--- src/rtl/param_loader_pkg.sv ---
// rtl/param_loader_pkg.sv - Shared defines for the parameter loader: word/address types, write width, FSM states
// Contents: param_t, param_addr_t, param_len_t, data_width_t, SINGLE_WIDTH, ld_state_t, burst_fits().
// Option: PARAM_LOADER_CHECKSUM_EN adds the ST_CHECK state.
package param_loader_pkg;

  localparam int ADDR_W = 8;
  localparam int DATA_W = 16;
  localparam int LEN_W  = ADDR_W + 1;

  typedef logic [DATA_W-1:0] param_t;
  typedef logic [ADDR_W-1:0] param_addr_t;
  typedef logic [LEN_W-1:0]  param_len_t;
  typedef logic [1:0]        data_width_t;

  localparam data_width_t SINGLE_WIDTH = 2'b01;

  typedef enum logic [1:0] {
    ST_IDLE   = 2'd0,
    ST_LOAD   = 2'd1,
    ST_FINISH = 2'd2
`ifdef PARAM_LOADER_CHECKSUM_EN
    ,
    ST_CHECK  = 2'd3
`endif
  } ld_state_t;

  // A burst fits when its last word lands at depth-1 or below; done in 32 bits so it cannot wrap.
  function automatic logic burst_fits(input param_addr_t addr, input param_len_t len,
                                      input int unsigned depth);
    return (32'(addr) + 32'(len)) <= depth;
  endfunction

endpackage

--- src/rtl/param_loader_if.sv ---
// rtl/param_loader_if.sv - Control, word-stream and memory-write bundle of the parameter loader
// Signals: start/start_addr/length/abort (control), in_valid/in_ready/in_data (word stream),
//   wr_en/wr_chip_en/wr_addr/wr_data/wr_data_width (memory write port), busy/done/err/chk_ok/chk_fail (status).
// Modports: master = controller/stream source side, slave = loader side.
interface param_loader_if;
  import param_loader_pkg::*;

  logic        start;
  param_addr_t start_addr;
  param_len_t  length;
  logic        abort;

  logic        in_valid;
  logic        in_ready;
  param_t      in_data;

  logic        wr_en;
  logic        wr_chip_en;
  param_addr_t wr_addr;
  param_t      wr_data;
  data_width_t wr_data_width;

  logic        busy;
  logic        done;
  logic        err;
  logic        chk_ok;
  logic        chk_fail;

  modport master (
    output start, start_addr, length, abort, in_valid, in_data,
    input  in_ready, wr_en, wr_chip_en, wr_addr, wr_data, wr_data_width,
    input  busy, done, err, chk_ok, chk_fail
  );

  modport slave (
    input  start, start_addr, length, abort, in_valid, in_data,
    output in_ready, wr_en, wr_chip_en, wr_addr, wr_data, wr_data_width,
    output busy, done, err, chk_ok, chk_fail
  );

endinterface

--- src/rtl/param_loader.sv ---
// rtl/param_loader.sv - Loads a burst of streamed parameter words into consecutive parameter-memory addresses
// Ports: clk; rst_n (asynchronous, active-low); bus (param_loader_if.slave) carrying the start/abort control,
//   the in_* word stream, the wr_* memory write port and busy/done/err/chk_ok/chk_fail status pulses.
// Option: PARAM_LOADER_CHECKSUM_EN - accumulate a word sum and compare it with one trailing checksum word.
module param_loader
  import param_loader_pkg::*;
#(
  parameter int unsigned DEPTH = 1 << ADDR_W
) (
  input  logic          clk,
  input  logic          rst_n,
  param_loader_if.slave bus
);

  ld_state_t   state_q, state_d;
  param_addr_t base_q;
  param_len_t  len_q;
  param_len_t  cnt_q;

  logic        wr_en_q;
  param_addr_t wr_addr_q;
  param_t      wr_data_q;
  logic        done_q;
  logic        err_q;

  logic        in_ready;
  logic        busy;
  logic        accept;
  logic        last_word;
  logic        start_ok;

`ifdef PARAM_LOADER_CHECKSUM_EN
  param_t      sum_q;
  logic        chk_seen_q;
  logic        chk_match_q;
  logic        chk_ok_q;
  logic        chk_fail_q;
`endif

  assign start_ok  = burst_fits(bus.start_addr, bus.length, DEPTH);
  assign accept    = bus.in_valid & in_ready;
  assign last_word = (cnt_q + param_len_t'(1)) == len_q;

  always_ff @(posedge clk or negedge rst_n) begin
    if (!rst_n) state_q <= ST_IDLE;
    else        state_q <= state_d;
  end

  always_comb begin
    state_d  = state_q;
    in_ready = 1'b0;
    busy     = 1'b1;
    case (state_q)
      ST_IDLE: begin
        busy = 1'b0;
        // start outranks a simultaneous abort; abort alone is meaningless here
        if (bus.start) begin
          if (!start_ok)                state_d = ST_IDLE;
          else if (bus.length == '0)    state_d = ST_FINISH;
          else                          state_d = ST_LOAD;
        end
      end
      ST_LOAD: begin
        in_ready = 1'b1;
        if (bus.abort) state_d = ST_IDLE;
        else if (accept && last_word) begin
`ifdef PARAM_LOADER_CHECKSUM_EN
          state_d = ST_CHECK;
`else
          state_d = ST_FINISH;
`endif
        end
      end
`ifdef PARAM_LOADER_CHECKSUM_EN
      ST_CHECK: begin
        in_ready = 1'b1;
        if (bus.abort)   state_d = ST_IDLE;
        else if (accept) state_d = ST_FINISH;
      end
`endif
      ST_FINISH: state_d = ST_IDLE;
      default: begin
        busy    = 1'b0;
        state_d = ST_IDLE;
      end
    endcase
  end

  // Write port and status pulses are registered: a word accepted on one edge is written on the next.
  always_ff @(posedge clk or negedge rst_n) begin
    if (!rst_n) begin
      base_q      <= '0;
      len_q       <= '0;
      cnt_q       <= '0;
      wr_en_q     <= 1'b0;
      wr_addr_q   <= '0;
      wr_data_q   <= '0;
      done_q      <= 1'b0;
      err_q       <= 1'b0;
`ifdef PARAM_LOADER_CHECKSUM_EN
      sum_q       <= '0;
      chk_seen_q  <= 1'b0;
      chk_match_q <= 1'b0;
      chk_ok_q    <= 1'b0;
      chk_fail_q  <= 1'b0;
`endif
    end else begin
      wr_en_q <= 1'b0;
      done_q  <= 1'b0;
      err_q   <= 1'b0;
`ifdef PARAM_LOADER_CHECKSUM_EN
      chk_ok_q   <= 1'b0;
      chk_fail_q <= 1'b0;
`endif
      case (state_q)
        ST_IDLE: begin
          if (bus.start) begin
            base_q <= bus.start_addr;
            len_q  <= bus.length;
            cnt_q  <= '0;
            if (!start_ok) err_q <= 1'b1;
`ifdef PARAM_LOADER_CHECKSUM_EN
            sum_q       <= '0;
            chk_seen_q  <= 1'b0;
            chk_match_q <= 1'b0;
`endif
          end
        end
        ST_LOAD: begin
          // a word handed over in the abort cycle itself is still written
          if (accept) begin
            wr_en_q   <= 1'b1;
            wr_addr_q <= base_q + cnt_q[ADDR_W-1:0];
            wr_data_q <= bus.in_data;
            cnt_q     <= cnt_q + param_len_t'(1);
`ifdef PARAM_LOADER_CHECKSUM_EN
            sum_q     <= sum_q + bus.in_data;
`endif
          end
          if (bus.abort) err_q <= 1'b1;
        end
`ifdef PARAM_LOADER_CHECKSUM_EN
        ST_CHECK: begin
          // the checksum word is consumed but never written to memory
          if (accept) begin
            chk_seen_q  <= 1'b1;
            chk_match_q <= (bus.in_data == sum_q);
          end
          if (bus.abort) err_q <= 1'b1;
        end
`endif
        ST_FINISH: begin
          done_q <= 1'b1;
`ifdef PARAM_LOADER_CHECKSUM_EN
          // zero-length bursts skip CHECK, so chk_seen_q gates the verdict
          chk_ok_q   <= chk_seen_q & chk_match_q;
          chk_fail_q <= chk_seen_q & ~chk_match_q;
          err_q      <= chk_seen_q & ~chk_match_q;
`endif
        end
        default: ;
      endcase
    end
  end

  assign bus.in_ready      = in_ready;
  assign bus.busy          = busy;
  assign bus.wr_chip_en    = busy;
  assign bus.wr_en         = wr_en_q;
  assign bus.wr_addr       = wr_addr_q;
  assign bus.wr_data       = wr_data_q;
  assign bus.wr_data_width = SINGLE_WIDTH;
  assign bus.done          = done_q;
  assign bus.err           = err_q;
`ifdef PARAM_LOADER_CHECKSUM_EN
  assign bus.chk_ok        = chk_ok_q;
  assign bus.chk_fail      = chk_fail_q;
`else
  assign bus.chk_ok        = 1'b0;
  assign bus.chk_fail      = 1'b0;
`endif

endmodule

--- src/flat_wrapper.sv ---
// flat-port wrapper written by rule: the top's interface ports become plain ports
module param_loader_flat import param_loader_pkg::*;
#(
  parameter int unsigned DEPTH = 1 << ADDR_W
)
  (clk, rst_n, bus_start, bus_start_addr, bus_length, bus_abort, bus_in_valid, bus_in_data, bus_in_ready, bus_wr_en, bus_wr_chip_en, bus_wr_addr, bus_wr_data, bus_wr_data_width, bus_busy, bus_done, bus_err, bus_chk_ok, bus_chk_fail);
  param_loader_if bus_i ();
  input  logic clk;
  input  logic rst_n;
  input wire logic [$bits(bus_i.start)-1:0] bus_start;
  input wire logic [$bits(bus_i.start_addr)-1:0] bus_start_addr;
  input wire logic [$bits(bus_i.length)-1:0] bus_length;
  input wire logic [$bits(bus_i.abort)-1:0] bus_abort;
  input wire logic [$bits(bus_i.in_valid)-1:0] bus_in_valid;
  input wire logic [$bits(bus_i.in_data)-1:0] bus_in_data;
  output wire logic [$bits(bus_i.in_ready)-1:0] bus_in_ready;
  output wire logic [$bits(bus_i.wr_en)-1:0] bus_wr_en;
  output wire logic [$bits(bus_i.wr_chip_en)-1:0] bus_wr_chip_en;
  output wire logic [$bits(bus_i.wr_addr)-1:0] bus_wr_addr;
  output wire logic [$bits(bus_i.wr_data)-1:0] bus_wr_data;
  output wire logic [$bits(bus_i.wr_data_width)-1:0] bus_wr_data_width;
  output wire logic [$bits(bus_i.busy)-1:0] bus_busy;
  output wire logic [$bits(bus_i.done)-1:0] bus_done;
  output wire logic [$bits(bus_i.err)-1:0] bus_err;
  output wire logic [$bits(bus_i.chk_ok)-1:0] bus_chk_ok;
  output wire logic [$bits(bus_i.chk_fail)-1:0] bus_chk_fail;
  assign bus_i.start = bus_start;
  assign bus_i.start_addr = bus_start_addr;
  assign bus_i.length = bus_length;
  assign bus_i.abort = bus_abort;
  assign bus_i.in_valid = bus_in_valid;
  assign bus_i.in_data = bus_in_data;
  assign bus_in_ready = bus_i.in_ready;
  assign bus_wr_en = bus_i.wr_en;
  assign bus_wr_chip_en = bus_i.wr_chip_en;
  assign bus_wr_addr = bus_i.wr_addr;
  assign bus_wr_data = bus_i.wr_data;
  assign bus_wr_data_width = bus_i.wr_data_width;
  assign bus_busy = bus_i.busy;
  assign bus_done = bus_i.done;
  assign bus_err = bus_i.err;
  assign bus_chk_ok = bus_i.chk_ok;
  assign bus_chk_fail = bus_i.chk_fail;
  param_loader #(.DEPTH(DEPTH)) u_core (.clk(clk), .rst_n(rst_n), .bus(bus_i));
endmodule
--- config.mk ---
export PLATFORM = sky130hd
export DESIGN_NAME = param_loader_flat
export DESIGN_NICKNAME = d
export VERILOG_FILES = /design/src/rtl/param_loader_pkg.sv /design/src/rtl/param_loader_if.sv /design/src/rtl/param_loader.sv /design/src/flat_wrapper.sv
export SDC_FILE = /design/constraint.sdc
export NUM_CORES = 1
export LEC_CHECK = 0
export ABC_AREA = 0
export CAP_MARGIN = 30
export CORE_MARGIN = 2
export CORE_UTILIZATION = 51
export CTS_CLUSTER_DIAMETER = 40
export CTS_CLUSTER_SIZE = 25
export DETAILED_ROUTE_END_ITERATION = 7
export PLACE_DENSITY = 0.81
export SLEW_MARGIN = 20
export SYNTH_ARGS = -nofsm -noshare
export SYNTH_HDL_FRONTEND = slang
export SYNTH_SLANG_ARGS = --single-unit
export TNS_END_PERCENT = 10
--- constraint.sdc ---
create_clock -name clk -period 2.45 [get_ports clk]
set_clock_uncertainty 0.05 [all_clocks]
set_input_delay 0.735 -clock clk [delete_from_list [all_inputs] [get_ports clk]]
set_output_delay 0.735 -clock clk [all_outputs]
set_load 0.01 [all_outputs]
# Yosys cells after proc, flatten, opt, wreduce, memory -nomap -nowiden
# Cells that the tools add are included.
# W data, S select, Z words.
# totals
regBits,55
out_inout_bits,34
wordCells,47
# op_classes
addsub,3
n_lt_le_gt_ge,1
n_eq_ne,6
mux,18
n_bitwise,1
n_reduce_logical,9
# ops
op,n
$le A32 B9 Y1 const B,1
$mux W9,2
$pmux W9 S2,1
$add A8 B9 Y10,1
$mux W2,5
$add A9 B1 Y9 const B,1
$eq A9 B9 Y1,1
$logic_not A9 Y1,1
$add A8 B8 Y8,1
$mux W1,8
$reduce_and A2 Y1,3
$pmux W2 S2,1
$ne A3 B2 Y1 const B,1
$reduce_and A3 Y1,1
$eq A2 B1 Y1 const B,1
$eq A2 B2 Y1 const B,1
$logic_not A2 Y1,1
$ne A2 B1 Y1 const B,1
$ne A2 B2 Y1 const B,1
$pmux W1 S2,1
$reduce_bool A2 Y1,1
$reduce_or A2 Y1,1
$and A1 B1 Y1,1
$logic_and A1 B1 Y1,1

# Logic depth before layout (Yosys ltp)
# Gate-level depths: netlist of the first run.
# logic_depth
depth_word,7
ltp_mapped,9
ltp_nobuf,9

# Worst setup path after synthesis of the first run
# No wires, ideal clock.
# synth_timing
path_kind,input -> register
start,in bus_length[1]
end,reg u_core.state_q[0]
setup_time_ns,0.103
t_arrival_ns,2.567
required_time_ns,2.297
slack_ns,-0.270
path_stages,7
cell_sequence,ha_1 > a211oi_1 > o31ai_1 > a21oi_1 > mux2_2 > o32a_1 > o41ai_2
# synth_between
elab_chain_len,5
elab_cells_between_ends,7
classes_between,1 x add/sub; 1 x order compare; 4 x mux; 1 x reduce/logical
# synth_lines
element,line,text
"start, declared",flat_wrapper.sv:12,input wire logic [$bits(bus_i.length)-1:0] bus_length;
$add A8 B9 Y10 or $logic_not A9 Y1 (tied branches),"param_loader_pkg.sv:30, param_loader.sv:59",
$le A32 B9 Y1 or $mux W2 (tied branches),"param_loader_pkg.sv:30, param_loader.sv:59",
$mux W2 *,param_loader.sv:58,if (!start_ok) state_d = ST_IDLE;
$mux W2 *,param_loader.sv:57,if (bus.start) begin
$pmux W2 S2 *,param_loader.sv:53,case (state_q)
"end signal, assigned",param_loader.sv:46,else state_q <= state_d;
"end, declared",param_loader.sv:15,"ld_state_t state_q, state_d;"
# Every way passes the cells marked *; elsewhere a longest branch is shown, timed or not. The select of a mux whose other input is x is not followed.
# A chain may end at the register's enable or synchronous reset.

# Final worst setup path of the first run
# layout_timing
start,in bus_length[4]
end,reg u_core.err_q (netlist: u_core.bus.err)
# layout_between
elab_chain_len,5
# layout_lines
element,line,text
$add A8 B9 Y10,param_loader_pkg.sv:30,return (32'(addr) + 32'(len)) <= depth;
$le A32 B9 Y1,param_loader_pkg.sv:30,
$mux W1,param_loader.sv:121,if (!start_ok) err_q <= 1'b1;
$mux W1,param_loader.sv:117,if (bus.start) begin
$pmux W1 S2,param_loader.sv:115,case (state_q)
"end signal, assigned",param_loader.sv:110,err_q <= 1'b0;
"end signal, assigned",param_loader.sv:121,
"end signal, assigned",param_loader.sv:140,if (bus.abort) err_q <= 1'b1;
"end, declared",param_loader.sv:24,logic err_q;
# No other way between the ends.

==> impl_metrics.toml, run 1 <==
[logic_synthesis]
synth_area_leader_cell = "dfrtp_1"
syn_area_mm2 = 0.00320
synth_edf_count = 0
synth_area_per_cell_um2 = 10.6
yosysSeqAreaShare_pct = 43.0
ys_async_sr_fraction_pct = 100
netlist_instances = 303
synthTopCellsByArea = "dfrtp_1, mux2_2, ha_1"
yosysUniqueCellTypes = 54
netlist.area_leader.share_pct = 43.0
ys_ff_latch = 55
synth_ff_type = "dfrtp_1"
yosys_warnings = 0

[clocking]
cts_buffers = 5
htreeDepth = 2
cts_tree = "built"
cts_sinks = 55
insertion_delay_ns = 0.31
cts-root-buf = "clkbuf_8"
cts_buffer_depth = 2
clkTransAtPathRegs_ns = 0.10

[finish]
layout_commonest_cell = "dfrtp_1"
drive_above_1_share_pct = 31.4
syn_to_final_growth_pct = 41.5
fin_area_mm2 = 0.00454
nets = 475
num_antenna_cells = 0
final_cell_mix = "dfrtp_1, clkdlybuf4s50_1, buf_4"

[sta]
fin_ws_ns = -0.0114
hold_viol = 0
setup_viol = 1
tightestPinTransition_ns = 0.560
drv_slew = 0
holdWs_ns = 0.352
slew_headroom_pct = 62.7
min_period_ns = 2.46
fmax_mhz = 406
period_share_pct = 100
rsz0062_at_grt = "yes"
fin_tns_setup_ns = -0.0114

[detailed_routing]
ant_nets = 0
firstDrtPassIters = 4
vias = 2685
drt_wl_total_um = 7660
vias_per_cell = 5.46
drc = 0
drt-initial-drc-count = 211
wl_per_cell_um = 15.6

[critical_path]
rr_worst_depth = 6
r2r_setup_slack_ns = 0.19
worstSetupPathType = "in -> reg"
r2r_end = "u_core.state_q[0]"
end_kind = "register"
path_max_fanout = 3
critPathRequiredTime_ns = 2.61
startpoint_type = "primary input"
worstPathArrival_ns = 2.62
rr_startpoint = "u_core.cnt_q[0]"

[outcome]
violations = "negative setup slack"
status = "complete, but fails checks"

[worst_hold_path]
hp-class = "in -> async"

[global_routing]
use_met2_pct = 40.2
grt_use_met1_pct = 28.6
grt_pass1_wl_um = 12900
grt_antenna_before_repair = 0
grt_max_degree = 33
gr-usage-met3_pct = 3.98
grt_pass1_vias = 2720
top_usage_layer = "met2"
grtUsageTotal_pct = 22.9
overflow = 0

[placed_design]
io_buffer_count = 67
dp_hpwl_um = 6010
pre_cts_ws_ns = -0.874
post_dp_cell_area_mm2 = 0.00431
place_congestion = 0.903

[power]
ir_worst_vdd_v = 0.000639
combPwrFrac_pct = 47.4
switching_share_pct = 33.1
seq_power_share_pct = 38.4
p_int_mw = 2.48
p_sw_mw = 1.23
power_frac_clock_pct = 14.2
power_per_cell_area_mw_per_mm2 = 817
power_mw = 3.71
leakage_nw = 1.96

[floorplan]
die_h_um = 83.3
fp.dieW_um = 83.3
start_util_pct = 53.5
rows = 28
io_pins = 72
core_area_mm2 = 0.00599
fp.dieArea_mm2 = 0.00693

[flow_run]
maxCapViolCount = 0
layer usage:
metal | routed length [um] | part of all wire [%]
met1 | 3230 | 42
met2 | 3920 | 51
met3 | 351 | 4.6
met4 | 163 | 2.1
met5 | 0 | 0
worst max path at each step:
| stage | startpoint | slack, ns | to | cells past startpoint |
|---|---|---|---|---|
| after CTS | bus_length[0] | -0.009 | u_core.bus.err | 9 |
| after global placement | bus_start_addr[0] | -0.85 | u_core.bus.err | 9 |
| after floorplan | bus_start_addr[0] | -0.20 | u_core.bus.err | 8 |
| final | bus_length[4] | -0.01 | u_core.bus.err | 8 |
| after global routing | bus_length[0] | -0.12 | u_core.bus.err | 9 |
| after detailed placement | bus_start_addr[0] | -0.87 | u_core.bus.err | 9 |
metrics by stage:
stage / util, % / instances
3_5_place_dp: 71.9 / 480
6_report: 75.7 / 492
5_1_grt: 75.7 / 492
4_1_cts: 75.3 / 492
2_1_floorplan: - / 305
3_3_place_gp: 71.9 / 480
synth_stat cells, types with 2 or more instances:
master / count
dfrtp_1: 55
mux2_2: 35
o21ai_0: 24
nand2_1: 20
ha_1: 19
inv_1: 14
a21oi_1: 13
nor2_1: 12
xnor2_1: 11
xor2_1: 9
clkbuf_1: 8
buf_4: 5
nand3_1: 5
nor3_1: 5
o31ai_1: 5
a211oi_1: 4
nand4_1: 4
nor2b_1: 4
nor4_1: 3
o211ai_1: 3
a21boi_0: 2
a21o_1: 2
a22o_1: 2
and3_1: 2
conb_1: 2
fa_1: 2
nand4b_1: 2
nor3b_1: 2
o21a_1: 2
or3_1: 2
or4_1: 2
power by group through the flow:
stage / Sequential [mW] / Clock, mW / Combinational [mW]
2_1_floorplan: 1.50 / 0 / 0.815
3_3_place_gp: 1.43 / 0 / 1.67
3_5_place_dp: 1.45 / 0 / 1.73
4_1_cts: 1.43 / 0.533 / 1.76
5_1_grt: 1.47 / 0.570 / 1.90
6_report: 1.42 / 0.526 / 1.76
worst max-delay path, stage by stage:
cell and delay, ns:
clkdlybuf4s15_2 0.22, ha_4 0.29, nand2_1 0.05, or4_1 0.53
nand3_2 0.08, o2111ai_2 0.09, o32a_1 0.35, a32o_2 0.28
layout make-up:
type	count	area, um^2
Timing Repair Buffer	117	1060
Tap cell	75	93.8
Clock buffer	7	86.3
Multi-Input combinational cell	223	1860
Sequential cell	55	1380
Clock inverter	1	8.76
Inverter	14	52.6
Fill cell	395	1460
registers in the layout, summed over array words and instances, names as in the netlist:
name / cells
u_core.bus.wr_data: 16
u_core.bus.wr_en: 1
u_core.len_q: 9
u_core.bus.done: 1
u_core.state_q: 2
u_core.bus.err: 1
u_core.cnt_q: 9
u_core.base_q: 8
u_core.bus.wr_addr: 8
cells by family after synthesis:
| group | after synthesis | synth area share, % |
|---|---|---|
| other | 2 | 0.234 |
| flip-flops | 55 | 43.0 |
| adder cells (fa/ha/maj) | 21 | 8.67 |
| AND/OR/NAND/NOR | 73 | 12.2 |
| AO/OA/AOI/OAI | 69 | 14.1 |
| multiplexers | 36 | 12.6 |
| buffers and inverters | 27 | 3.75 |
| XOR/XNOR | 20 | 5.47 |
repair_timing:
action / CTS / global route
resized for setup: 66 / 6
setup buffers: 4 / 0
hold buffers: 0 / 0
pin swaps: 16 / 0
endpoints found under the setup margin: 3 / 5
No activity file was read; power rests on OpenSTA's default activity.
==> run 2: changes to the inputs <==
Settings changed: REMOVE_ABC_BUFFERS set to 1.
==> impl_metrics.toml, run 2 (same netlist as run 1, synthesis figures left out) <==
[outcome]
status = "complete, but fails checks"
violations = "negative setup slack"

[power]
leakage_nw = 2.01
power_mw = 3.84
power_per_cell_area_mw_per_mm2 = 836
ir_worst_vdd_v = 0.000617

[detailed_routing]
firstDrtPassIters = 4
drt-initial-drc-count = 220
drt_wl_total_um = 8220
wl_per_cell_um = 16.8
vias = 2763
vias_per_cell = 5.64
drc = 0
ant_nets = 0

[finish]
fin_util_pct = 76.8
nets = 473
fin_area_mm2 = 0.00460
final_cell_mix = "dfrtp_1, clkdlybuf4s50_1, buf_4"
drive_above_1_share_pct = 31.6
num_antenna_cells = 0
largest_reg_flops = 16
fillers = 407
seq_area_mm2 = 0.00138
multi_input_area_mm2 = 0.00188
layout_commonest_cell = "dfrtp_1"
syn_to_final_growth_pct = 43.5

[sta]
hold_viol = 0
fin_ws_ns = -0.160
tightestPinTransition_ns = 0.540
rsz0062_at_grt = "yes"
fmax_mhz = 383
holdWs_ns = 0.332
slew_headroom_pct = 63.7
drv_slew = 0
min_period_ns = 2.61
setup_viol = 2
period_share_pct = 107

[clocking]
cts_tree = "built"
cts_sinks = 55
cts_buffer_depth = 2
cts-root-buf = "clkbuf_8"
cts_buffers = 5
insertion_delay_ns = 0.31
clkTransAtPathRegs_ns = 0.10
htreeDepth = 2

[critical_path]
cp.depth = 8
cp_top_family = "compound AO/OA/AOI/OAI gates"
critPathRequiredTime_ns = 2.61
worstSetupPathType = "in -> reg"
r2r_setup_slack_ns = 0.18
path_max_fanout = 3
worstPathArrival_ns = 2.77
slowest_stage = "or4_4"
critical_path_buf_inv_count = 1
startpoint_type = "primary input"
crit_chain = "clkdlybuf4s15_2 -> ha_4 -> nand2_1 -> or4_4 -> nand3_2 -> o2111ai_2 -> o32a_1 -> a32o_2"
end_kind = "register"
slowest_delay_ns = 0.53
rr_worst_depth = 9

[placed_design]
dp_hpwl_um = 6270
place_congestion = 0.919
io_buffer_count = 67
pre_cts_ws_ns = -0.999
post_dp_cell_area_mm2 = 0.00424

[global_routing]
grtUsageTotal_pct = 24.9
grt_pass1_wl_um = 13800
grt_max_degree = 35
grt_antenna_before_repair = 0
overflow = 0
grt_pass1_vias = 2924

[floorplan]
die_h_um = 83.3
fp.dieW_um = 83.3
io_pins = 72
fp.dieArea_mm2 = 0.00693
start_util_pct = 53.5
rows = 28
core_area_mm2 = 0.00599

[worst_hold_path]
hp-class = "in -> async"

[flow_run]
maxCapViolCount = 0
[run 2: changes by cell type in the layout (fill, tap and decap cells not counted), moves of 2 or more]
cell	before	now
o21ai_1	1	3
nor3_1	3	5
buf_8	0	2
buf_4	47	42
nor3_2	2	0
dlymetal6s2s_1	0	2
[run 2: layout make-up]
| cell class | count | area share (%) |
|---|---|---|
| clock buffer | 6 | 1.80 |
| clock inverter | 2 | 0.843 |
| inverter | 14 | 1.14 |
| multi-input combinational | 223 | 40.9 |
| sequential | 55 | 30.0 |
| tap | 75 | 2.04 |
| timing repair buffer | 115 | 23.3 |
[run 2: what timing repair did]
action                     CTS  global route
buffers inserted             6             0
setup endpoints to repair    4             8
pin swaps                   20             4
hold buffers                 0             0
hold endpoints to repair     0             0
resized for setup           74            11
[run 2: final timing paths]
check | start | to
max | bus_length[4] | u_core.bus.err
min | rst_n | u_core.cnt_q[8]
max reg2reg | u_core.cnt_q[0] | u_core.bus.wr_addr[6]
min reg2reg | u_core.bus.wr_addr[4] | u_core.bus.wr_addr[4]
max in group asynchronous | rst_n | u_core.cnt_q[0]
min in group clk | u_core.bus.wr_addr[4] | u_core.bus.wr_addr[4]
[run 2: worst register-to-register path, cell delays in order (launching register included)]
cell	delay [ns]
dfrtp_2	0.49
ha_1	0.22
inv_1	0.06
fa_1	0.41
nor2b_1	0.12
o21ai_0	0.12
a21oi_1	0.21
o21ai_0	0.12
nor3b_1	0.16
o31ai_1	0.23
[run 2: where the power goes]
group	internal (mW)	leakage [nW]	total (mW)	switching, mW
Combinational	1.01	1.27	1.76	0.749
Clock	0.336	0.0618	0.635	0.299
Sequential	1.23	0.676	1.45	0.219
[run 2: stage by stage]
stage | cells | setup TNS (ns)
floorplan | 292 | -0.587
global placement | 476 | -2.51
detailed placement | 476 | -2.81
CTS | 490 | -0.228
global route | 490 | -0.492
finish | 490 | -0.295
[run 2: per-layer routing]
layer	vias to the layer above	GRT usage, %	wire [um]
li1	1311	-	-
met1	1331	29.0	3360
met2	97	44.6	4200
met3	24	4.37	362
met4	0	10.7	299
met5	-	0	0
==> run 3: changes to the inputs <==
Settings changed: CORE_MARGIN 2 to 8.
Clock period 2.45 ns to 2.6 ns, I/O delays scaled along.
==> impl_metrics.toml, run 3 (same netlist as run 1, synthesis figures left out) <==
[outcome]
status = "finished, final reports clean"

[placed_design]
io_buffer_count = 67
dp_hpwl_um = 6650
pre_cts_ws_ns = -0.831
post_dp_cell_area_mm2 = 0.00423
place_congestion = 0.963

[detailed_routing]
firstDrtPassIters = 5
wl_per_cell_um = 17.5
drt-initial-drc-count = 181
vias = 2746
ant_nets = 0
vias_per_cell = 5.62
drt_wl_total_um = 8560
drc = 0

[floorplan]
rows = 29
start_util_pct = 51.6
io_pins = 72
fp.dieW_um = 95.3
fp.dieArea_mm2 = 0.00908
die_h_um = 95.3
core_area_mm2 = 0.00620

[power]
leakage_nw = 1.94
power_mw = 3.58
power_per_cell_area_mw_per_mm2 = 800
ir_worst_vdd_v = 0.000663

[global_routing]
overflow = 0
grt_pass1_vias = 2864
use_met2_pct = 33.7
grtUsageTotal_pct = 19.6
grt_use_met1_pct = 24.2
gr-usage-met3_pct = 3.07
grt_antenna_before_repair = 0
grt_pass1_wl_um = 14000
top_usage_layer = "met2"
grt_max_degree = 56

[sta]
slew_headroom_pct = 53.9
drv_slew = 0
min_period_ns = 2.60
holdWs_ns = 0.434
period_share_pct = 99.9
fmax_mhz = 385
setup_viol = 0
tightestPinTransition_ns = 0.692
fin_ws_ns = 0.00264
rsz0062_at_grt = "yes"
hold_viol = 0

[worst_hold_path]
holdPathStages = 2
hp-class = "reg -> reg"

[finish]
syn_to_final_growth_pct = 39.7
nets = 470
final_cell_mix = "dfrtp_1, clkdlybuf4s50_1, buf_4"
fin_area_mm2 = 0.00448
seq_area_mm2 = 0.00138
fin_util_pct = 72.1
multi_input_area_mm2 = 0.00182
fillers = 438
drive_above_1_share_pct = 29.1
num_antenna_cells = 0
layout_commonest_cell = "dfrtp_1"
largest_reg_flops = 16

[clocking]
cts-root-buf = "clkbuf_8"
cts_sinks = 55
insertion_delay_ns = 0.31
cts_tree = "built"
cts_buffers = 5
htreeDepth = 2
clkTransAtPathRegs_ns = 0.10
cts_buffer_depth = 2

[critical_path]
end_kind = "register"
critPathRequiredTime_ns = 2.75
rr_worst_depth = 8
worstSetupPathType = "in -> reg"
worstPathArrival_ns = 2.75
path_max_fanout = 4
startpoint_type = "primary input"

[flow_run]
maxCapViolCount = 0
-- run 3: changes by cell type in the layout (fill, tap and decap cells not counted), moves of 2 or more --
cell,before,now
ha_4,8,5
buf_8,2,0
buf_2,3,5
dlygate4sd2_1,5,2
dlymetal6s2s_1,2,0
clkdlybuf4s50_1,49,52
ha_1,10,14
-- run 3: report_power, final --
group | internal (mW) | total, mW | switching, mW
Sequential | 1.15 | 1.37 | 0.217
Combinational | 0.935 | 1.62 | 0.682
Clock | 0.312 | 0.589 | 0.277
-- run 3: critical path, cell delays in order --
cell	delay, ns
clkdlybuf4s15_2	0.21
ha_4	0.29
a211oi_4	0.07
or4_1	0.50
nand3_1	0.10
o2111ai_1	0.10
o32a_1	0.42
a32o_2	0.28
-- run 3: routing by layer --
metal | vias up | routed length (um)
li1 | 1307 | -
met1 | 1322 | 3450
met2 | 100 | 4370
met3 | 17 | 529
met4 | 0 | 204
met5 | - | 0
-- run 3: repair_timing --
| action | CTS | global route |
|---|---|---|
| buffers inserted | 4 | 0 |
| gates resized for setup | 63 | 5 |
| hold buffers | 0 | 0 |
| pin swaps | 16 | 6 |
| endpoints found under the hold margin | 0 | 0 |
| setup endpoints to repair | 3 | 3 |
-- run 3: through the flow --
step	cells	TNS, ns
2_1_floorplan	292	-0.319
3_3_place_gp	477	-2.16
3_5_place_dp	477	-2.24
4_1_cts	489	-0.00294
5_1_grt	489	-0.106
6_report	489	0
-- run 3: final cells by class --
type                            instances  area share, %
Clock inverter                          2          0.783
Timing Repair Buffer                  112           22.6
Tap cell                               77           2.15
Sequential cell                        55           30.8
Multi-Input combinational cell        223           40.7
Clock buffer                            6           1.85
Inverter                               14           1.17
-- run 3: path summary, 6_finish.rpt --
path	start	to	slack, ns
min in group asynchronous	rst_n	u_core.len_q[4]	0.53
worst max-delay path	bus_start_addr[2]	u_core.bus.err	0.003
worst min register to register	u_core.bus.wr_addr[6]	u_core.bus.wr_addr[6]	0.43
worst min-delay path	u_core.bus.wr_addr[6]	u_core.bus.wr_addr[6]	0.43
max in group asynchronous	rst_n	u_core.cnt_q[3]	1.50
worst max register to register	u_core.cnt_q[0]	u_core.state_q[0]	0.29
==> variant 1: new RTL, config.mk and constraints of run 2 <==
Change the package constant `DATA_W` from 16 to 18.
--- a/src/rtl/param_loader_pkg.sv
+++ b/src/rtl/param_loader_pkg.sv
@@ -4,7 +4,7 @@
 package param_loader_pkg;
 
   localparam int ADDR_W = 8;
-  localparam int DATA_W = 16;
+  localparam int DATA_W = 18;
   localparam int LEN_W  = ADDR_W + 1;
 
   typedef logic [DATA_W-1:0] param_t;
Ports: changed (resized bus_in_data and bus_wr_data); port bits go from 72 to 76. No check against the original RTL was run, so the function may have changed too.
==> variant 1 against run 2 <==
The run still ends with negative setup slack left. Global-route usage decreased by 0.44 points. Critical path depth increased by 4. Non-clock buffer count decreased by 1. Area after synthesis increased by 0.55%. Routed wire length decreased by 1.6%. Sequential cell count increased by 2. Final area increased by 0.16%. Setup slack improved by 0.068 ns. Power increased by 17%.
==> variant 1: results <==
[status]
status = finished, violations left
violations = negative setup slack

[synthesis]
netlist_top_cells_count = 57 x dfrtp_1, 36 x mux2_2, 22 x o21ai_0
synth_cells = 294
synth.top_cells.by_area = dfrtp_1 44%, mux2_2 13%, ha_1 7.4%, o21ai_0 3.4%, xor2_1 3.3%
seq_area_frac_synth_pct = 44.27

[setup_path]
crit_slowest_cell = fa_2
max_stage_delay_ns = 0.40

[global_route]
use_met1_pct = 31.19
met2_usage_pct = 41.06
grt_max_degree = 58
grt.met3_usage_pct = 4.352

[route]
drt_iter0_drc = 110
avgViaCountPerCell = 5.449

[sta]
setup_ws_ns = -0.09243
finalSetupViolCount = 3

[pwr]
power.leakage_nw = 2.057

[clock_tree]
insertion_delay_ns = 0.35
post-cts-setup-buffer-count = 1
cts_resized = 43
numCtsBuffers = 9

[placed_design]
place_congestion = 0.9064
placed_cells = 471
port_buffers = 71

[finish]
fill_cells = 414
variant 1: final timing paths:
check                      depth (start not counted)                      to  slack [ns]             startpoint
setup / recovery                                  12       u_core.state_q[1]       -0.09          bus_length[0]
min in group clk                                   2   u_core.bus.wr_addr[3]        0.43  u_core.bus.wr_addr[3]
hold reg to reg                                    2   u_core.bus.wr_addr[3]        0.43  u_core.bus.wr_addr[3]
setup reg to reg                                   7       u_core.state_q[0]        0.06        u_core.cnt_q[3]
max in group asynchronous                          2         u_core.len_q[4]        1.75                  rst_n
hold / removal                                     2  u_core.bus.wr_data[16]        0.32                  rst_n
variant 1: metrics by stage:
stage                      TNS, ns  utilization (%)
after global routing       -0.3819            76.45
after CTS                 -0.06936            76.39
after global placement      -3.031            71.05
after detailed placement    -3.135            71.05
after floorplan             -1.146                -
final                      -0.2130            76.45
variant 1: final cells by class:
type,count,area (um^2),share of cell area [%]
repair buffers,114,1023,22.22
flip-flops and latches,57,1426,30.96
multi-input cells,213,1789,38.84
well taps,75,93.84,2.037
clock inverters,7,101.3,2.200
clock buffers,9,123.9,2.689
inverters,13,48.80,1.059
variant 1: logic make-up after synthesis:
logic type	Yosys count	share of synthesized area [%]
AO/OA/AOI/OAI	64	13.09
XOR/XNOR	23	6.835
adder cells (fa/ha/maj)	21	8.621
buffers and inverters	26	3.844
flip-flops	57	44.27
multiplexers	37	12.89
other	2	0.2331
AND/OR/NAND/NOR	64	10.21
variant 1: power by group:
group	switching (mW)	internal [mW]
clock	0.434	0.580
sequential	0.234	1.30
combinational	0.843	1.11
total	1.51	2.99
variant 1: per-layer routing:
layer | vias to the layer above | wire (um)
met5 | - | 0
met4 | 0 | 172
met3 | 15 | 232
met2 | 50 | 4030
met1 | 1317 | 3657
li1 | 1277 | -
==> variant 2: new RTL, flow settings as in run 2 <==
Without the edit above. Encoding of `ld_state_t`: now one-hot (3 bits for 3 states).
--- a/src/rtl/param_loader_pkg.sv
+++ b/src/rtl/param_loader_pkg.sv
@@ -14,10 +14,10 @@
 
   localparam data_width_t SINGLE_WIDTH = 2'b01;
 
-  typedef enum logic [1:0] {
-    ST_IDLE   = 2'd0,
-    ST_LOAD   = 2'd1,
-    ST_FINISH = 2'd2
+  typedef enum logic [2:0] {
+    ST_IDLE   = 3'b001,
+    ST_LOAD   = 3'b010,
+    ST_FINISH = 3'b100
 `ifdef PARAM_LOADER_CHECKSUM_EN
     ,
     ST_CHECK  = 2'd3
Check against the original RTL: no difference found for any inputs over 10 cycles, from zero or initial values and one cycle with rst_n low; not proved beyond that.
==> variant 2 against run 2 <==
The flow still finishes with violations (negative setup slack). Via count rose by 5.6%. Power decreased by 27%. Critical path type unchanged. Setup slack improved by 0.11 ns. Final area is 4.9% lower. Final cell count grew 11%. Maximum frequency grew 4.3%. Largest cell class unchanged. Count of clock-buffer cells in the layout increased by 1. Area after synthesis is 1.1% lower. Sequential cell count grew 1. Routed wire length decreased by 13%.
==> variant 2: results <==
[placed_design]
placed_cells = 531
place_congestion = 0.8607
place_area_mm2 = 0.004158
pre_cts_ws_ns = -0.8576

[finish]
fin_area_mm2 = 0.004375
drive_above_1_share_pct = 16.92
clkCellAreaFrac_pct = 2.202
ff_latch_area_mm2 = 0.001404
nonClkBufAreaFrac_pct = 22.71
seq_cells = 56
final_nets = 523

[route]
wl_per_cell_um = 13.21
drt_first_pass_iters = 5
wl_um = 7158
met2WireLength_um = 3452
drt-met1-wl_um = 3081

[synthesis]
netlist_top_cells_count = 122 x nand2_1, 55 x dfrtp_1, 25 x o21ai_0
synth_cells = 366
synth_most_common_cell = nand2_1
seq_area_frac_synth_pct = 44.26

[pwr]
vdd_drop_max_mv = 0.3675

[sta]
setup_ws_ns = -0.05394
finalSetupViolCount = 3

[status]
violations = negative setup slack
status = finished, violations left

[global_route]
grt.met3_usage_pct = 5.964
grt_max_degree = 44

[setup_path]
critPathArrivalTime_ns = 2.70
-- variant 2: cell types whose count changed after synthesis, moves of 3 or more --
cell,change
clkbuf_1,+3
nor2_1,+3
mux2_2,-35
nand2_1,+102
nand4_1,-4
ha_1,-3
inv_1,-3
o41ai_1,+3
a21oi_1,-3
-- variant 2: logic make-up (layout without fill, tap and decap cells) --
group           count (synthesis)  after routing  share of synthesized area [%]
compound gates                 69             69                          14.84
other cells                     2              4                         0.2370
fa+ha+maj                      18             18                          7.580
xor+xnor                       19             19                          5.251
simple gates                  173            173                          23.73
flops                          56             56                          44.26
buf+inv                        29            128                          4.106
-- variant 2: worst paths after layout --
kind | cells after the start | start | endpoint | slack, ns
worst max-delay path | 10 | bus_length[0] | u_core.state_q[2] | -0.05
worst min-delay path | 1 | rst_n | u_core.bus.wr_data[9] | 0.33
worst max register to register | 7 | u_core.cnt_q[1] | u_core.state_q[1] | 0.20
worst min register to register | 2 | u_core.bus.wr_data[1] | u_core.bus.wr_data[1] | 0.43
max in group asynchronous | 2 | rst_n | u_core.state_q[0] | 1.41
min in group clk | 2 | u_core.bus.wr_data[1] | u_core.bus.wr_data[1] | 0.43
-- variant 2: where the power goes --
part           leakage [nW]  switching [mW]  total, mW  internal (mW)
logic                  1.30           0.460       1.02          0.557
clock network        0.0503           0.274      0.526          0.252
registers             0.731           0.127       1.26           1.14
total                  2.08           0.861       2.81           1.95
-- variant 2: worst max-delay path, delay by kind of cell --
family | cells | cell delay (ns)
AO/OA/AOI/OAI | 5 | 1.01
XOR/XNOR | 1 | 0.16
buffers and inverters | 2 | 0.27
adder cells (fa/ha/maj) | 2 | 0.51
-- variant 2: what timing repair did --
item / CTS / global route
resized for setup: 42 / 5
setup buffers: 3 / 1
endpoints found under the setup margin: 7 / 5
pin swaps: 16 / 2
